[src/rtl/matrix_operand_sequencer.sv]
// Streams (A[i][k], B[k][j]) pairs for C = A*B with k innermost, then j, then i.
// Matrices are captured on an accepted start; beats use a valid/ready handshake.
module matrix_operand_sequencer #(
  parameter int N = 2,
  parameter int W = 3,
  localparam int IW = (N > 1) ? $clog2(N) : 1
) (
  input  logic                clk,
  input  logic                rst_n,
  input  logic                start,
  input  logic [N*N*W-1:0]    matrix_a,
  input  logic [N*N*W-1:0]    matrix_b,
  input  logic                out_ready,
  input  logic                abort,
  output logic                out_valid,
  output logic [W-1:0]        a_elem,
  output logic [W-1:0]        b_elem,
  output logic [IW-1:0]       row,
  output logic [IW-1:0]       col,
  output logic [IW-1:0]       kidx,
  output logic                first,
  output logic                last,
  output logic                busy,
  output logic                done
);

  typedef enum logic [1:0] {IDLE, RUN, DONE} state_t;

  localparam logic [IW-1:0] IMAX = IW'(N - 1);

  state_t               state;
  logic [N*N*W-1:0]     a_reg;
  logic [N*N*W-1:0]     b_reg;
  logic [W-1:0]         a_mem [N][N];
  logic [W-1:0]         b_mem [N][N];

  generate
    for (genvar gi = 0; gi < N; gi++) begin : g_row
      for (genvar gj = 0; gj < N; gj++) begin : g_col
        assign a_mem[gi][gj] = a_reg[(gi*N+gj)*W +: W];
        assign b_mem[gi][gj] = b_reg[(gi*N+gj)*W +: W];
      end
    end
  endgenerate

  logic          k_wrap, j_wrap, i_wrap, final_beat;
  logic [IW-1:0] k_next, col_next, row_next;

  // Explicit wrap at N-1 so non-power-of-2 sizes never reach an illegal index.
  always_comb begin
    k_wrap     = (kidx == IMAX);
    j_wrap     = (col == IMAX);
    i_wrap     = (row == IMAX);
    final_beat = k_wrap && j_wrap && i_wrap;
    k_next     = k_wrap ? '0 : kidx + 1'b1;
    col_next   = col;
    row_next   = row;
    if (k_wrap) begin
      col_next = j_wrap ? '0 : col + 1'b1;
      if (j_wrap)
        row_next = i_wrap ? '0 : row + 1'b1;
    end
  end

  always_ff @(posedge clk or negedge rst_n) begin
    if (!rst_n) begin
      state     <= IDLE;
      a_reg     <= '0;
      b_reg     <= '0;
      out_valid <= 1'b0;
      a_elem    <= '0;
      b_elem    <= '0;
      row       <= '0;
      col       <= '0;
      kidx      <= '0;
      first     <= 1'b0;
      last      <= 1'b0;
      busy      <= 1'b0;
      done      <= 1'b0;
    end else begin
      case (state)
        IDLE: begin
          done <= 1'b0;
          if (start) begin
            state     <= RUN;
            a_reg     <= matrix_a;
            b_reg     <= matrix_b;
            out_valid <= 1'b1;
            busy      <= 1'b1;
            row       <= '0;
            col       <= '0;
            kidx      <= '0;
            // First beat comes straight from the inputs being captured this edge.
            a_elem    <= matrix_a[W-1:0];
            b_elem    <= matrix_b[W-1:0];
            first     <= 1'b1;
            last      <= 1'b0;
          end
        end
        RUN: begin
          if (abort) begin
            state     <= IDLE;
            out_valid <= 1'b0;
            busy      <= 1'b0;
            first     <= 1'b0;
            last      <= 1'b0;
          end else if (out_ready) begin
            if (final_beat) begin
              state     <= DONE;
              out_valid <= 1'b0;
              busy      <= 1'b0;
              done      <= 1'b1;
              first     <= 1'b0;
              last      <= 1'b0;
            end else begin
              row    <= row_next;
              col    <= col_next;
              kidx   <= k_next;
              a_elem <= a_mem[row_next][k_next];
              b_elem <= b_mem[k_next][col_next];
              first  <= (k_next == '0);
              last   <= (k_next == IMAX);
            end
          end
        end
        DONE: begin
          state <= IDLE;
          done  <= 1'b0;
        end
        default: begin
          state     <= IDLE;
          out_valid <= 1'b0;
          busy      <= 1'b0;
          done      <= 1'b0;
        end
      endcase
    end
  end

endmodule

[config.mk]
export PLATFORM = sky130hd
export DESIGN_NAME = matrix_operand_sequencer
export DESIGN_NICKNAME = d
export VERILOG_FILES = /design/src/rtl/matrix_operand_sequencer.sv
export SDC_FILE = /design/constraint.sdc
export NUM_CORES = 1
export LEC_CHECK = 0
export BUFFER_PORTS_ARGS = -buffer_cell sky130_fd_sc_hd__buf_2
export CAP_MARGIN = 20
export CELL_PAD_IN_SITES_DETAIL_PLACEMENT = 1
export CELL_PAD_IN_SITES_GLOBAL_PLACEMENT = 1
export CORE_UTILIZATION = 45
export CTS_CLUSTER_SIZE = 14
export DETAILED_ROUTE_END_ITERATION = 8
export PLACE_DENSITY_LB_ADDON = 0.05
export SLEW_MARGIN = 0
export SYNTH_ARGS = -nofsm -noshare
export SYNTH_HDL_FRONTEND = slang
export SYNTH_SLANG_ARGS = --single-unit
[constraint.sdc]
create_clock -name clk -period 3.2 [get_ports clk]
set_input_delay 0.32 -clock clk [delete_from_list [all_inputs] [get_ports clk]]
set_output_delay 0.32 -clock clk [all_outputs]
set_load 0.02 [all_outputs]
==> impl_metrics.yaml <==
status:
  status: "complete, no violations"
yosys:
  syn_nets: 172
  yosys_warnings: 0
  synth_cells: 142
  ys_seq_area_share_pct: 54.2
  syn_avg_cell_area_um2: 12.7
  synth_area_um2: 1800
  yosys.cell_types.count: 28
  ys_seq_elements: 39
power_and_ir_drop:
  vdd_drop_max_uv: 362
  power_density_nw_per_um2: 814
  p_leak_nw: 0.976
place:
  dp_hpwl_um: 2780
  dpl_cell_area_um2: 2020
  gp_congestion: 0.727
  dp.cells: 225
  port-buffer-count: 42
  pre_cts_slack_ns: 1.14
routing:
  drtIter0Drc: 45
  via_per_inst: 5.39
  ant_nets: 0
  wl_per_cell_um: 16.1
  wl_um: 3750
  drc: 0
  vias: 1257
  dr.pass1.iters: 4
cells_and_area:
  fin_nets: 214
  layout_common_cells: "42 x buf_2, 39 x dfrtp_1, 24 x mux2_2"
  drive_gt1_share_pct: 43.8
  final_common_cell: "buf_2"
  fillers: 421
  instances_no_fill: 233
  num_antenna_cells: 0
  design_area_um2: 2120
  post-route-util_pct: 56.7
  syn2layout_area_growth_pct: 17.8
clocking:
  postCtsSetupRepairBufs: 0
  htree_num_levels: 2
  ctsResizeCount: 0
  clock_path_buffers: 2
  cts_hold_buffers: 0
  root_buffer: "clkbuf_8"
  numCtsBuffers: 5
  clkSinkCount: 39
  clkTransAtPathRegs_ns: 0.07
  cts_tree: "built"
  clock_latency_ns: 0.29
die:
  dieArea_um2: 4260
  pin_count: 43
  die_h_um: 65.3
  die_w_um: 65.3
  fp.coreArea_um2: 3740
  rows: 22
  start_util_pct: 48.1
setup_path:
  crit_required_ns: 3.38
  critPathKind: "flip-flop to flip-flop"
  end_kind: "flip-flop"
  cp-start-kind: "flip-flop"
  arrival_ns: 2.23
  critPathMaxFanout: 17
  reg2reg_depth: 5
grt:
  grt_overflow: 0
  grt_pass1_wl_um: 6410
  grt_max_degree: 40
  first_global_vias: 1412
  antenna_found_initial: 0
  grt_usage_pct: 20.4
timing:
  period_share_pct: 64.1
  clock-skew-final_ns: 0.00272
  finalHoldViolCount: 0
  post-route-min-period_ns: 2.05
  layout_setup_ws_ns: 1.15
  slew_viol_final: 0
  setup_tns_ns: 0
  setup_viol: 0
  tightest_slew_ns: 0.854
  maxSlewHeadroom_pct: 43.0
  rsz0062_at_grt: "false"
  max_freq_ghz: 0.487
hold_path:
  hold_path_class: "input port to asynchronous set/reset pin"
flow_run:
  cap_violations: 0
-- synth_stat cells (all sizes together) --
cell,count,area [um^2]
o21ai,4,20.0
inv,5,18.8
dfrtp,39,976
o22a,1,8.76
nor3,1,5.00
mux4,3,67.6
nand2,8,30.0
xnor2,1,16.3
nor2b,4,25.0
nor3b,2,26.3
mux2i,7,70.1
ha,1,12.5
nand2b,1,6.26
mux2,24,270
a211o,3,26.3
nor2,11,41.3
a21o,1,7.51
a211oi,4,30.0
a31oi,4,25.0
a21oi,5,32.5
buf,8,56.3
a41o,1,10.0
nand3,4,20.0
-- logic make-up (layout without fill, tap and decap cells) --
group	after synthesis	after routing	synth area share, %
compound gates	23	23	8.89
xor+xnor	1	1	0.903
fa+ha+maj	1	1	0.694
buf+inv	13	56	4.17
flops	39	39	54.2
mux	34	34	22.6
simple gates	31	31	8.54
-- worst paths after layout --
check,startpoint,to,slack [ns]
setup reg to reg,kidx,row,1.15
setup / recovery,kidx,row,1.15
min in group clk,matrix_a[9],a_reg[9],0.26
hold / removal,rst_n,state[1],0.13
hold reg to reg,done,done,0.50
max in group asynchronous,rst_n,a_reg[6],2.53
-- metrics by stage --
| step | hold slack (ns) | power, mW |
|---|---|---|
| after global placement | 0.467 | 1.35 |
| after floorplan | 0.0244 | 1.20 |
| after CTS | 0.165 | 1.76 |
| final | 0.133 | 1.73 |
| after global routing | 0.199 | 1.84 |
| after detailed placement | 0.484 | 1.39 |
-- metal layers --
metal,track usage [%],wire length (um),share of wire [%]
met2,35.4,1950,52
met3,5.03,164,4.4
met4,8.97,76,2.0
met1,23.5,1560,42
met5,0,0,0
-- critical path, cell delays in order (launching register included) --
cell     delay (ns)
dfrtp_1        0.59
ha_1           0.31
nand2_1        0.13
a41o_1         0.59
mux2i_1        0.25
nand2_1        0.07
-- layout make-up --
cell class / instances / area, um^2 / share of cell area [%]
Sequential cell: 39 / 976 / 46.0
Inverter: 5 / 18.8 / 0.884
Multi-Input combinational cell: 90 / 751 / 35.4
Timing Repair Buffer: 43 / 218 / 10.3
Tap cell: 48 / 60.1 / 2.83
Clock buffer: 8 / 100 / 4.71
-- power breakdown --
part / switching, mW / total [mW] / internal [mW]
Sequential: 0.139 / 0.772 / 0.633
Clock: 0.163 / 0.359 / 0.197
Combinational: 0.301 / 0.597 / 0.295
Power figures use the tool's default switching activity.
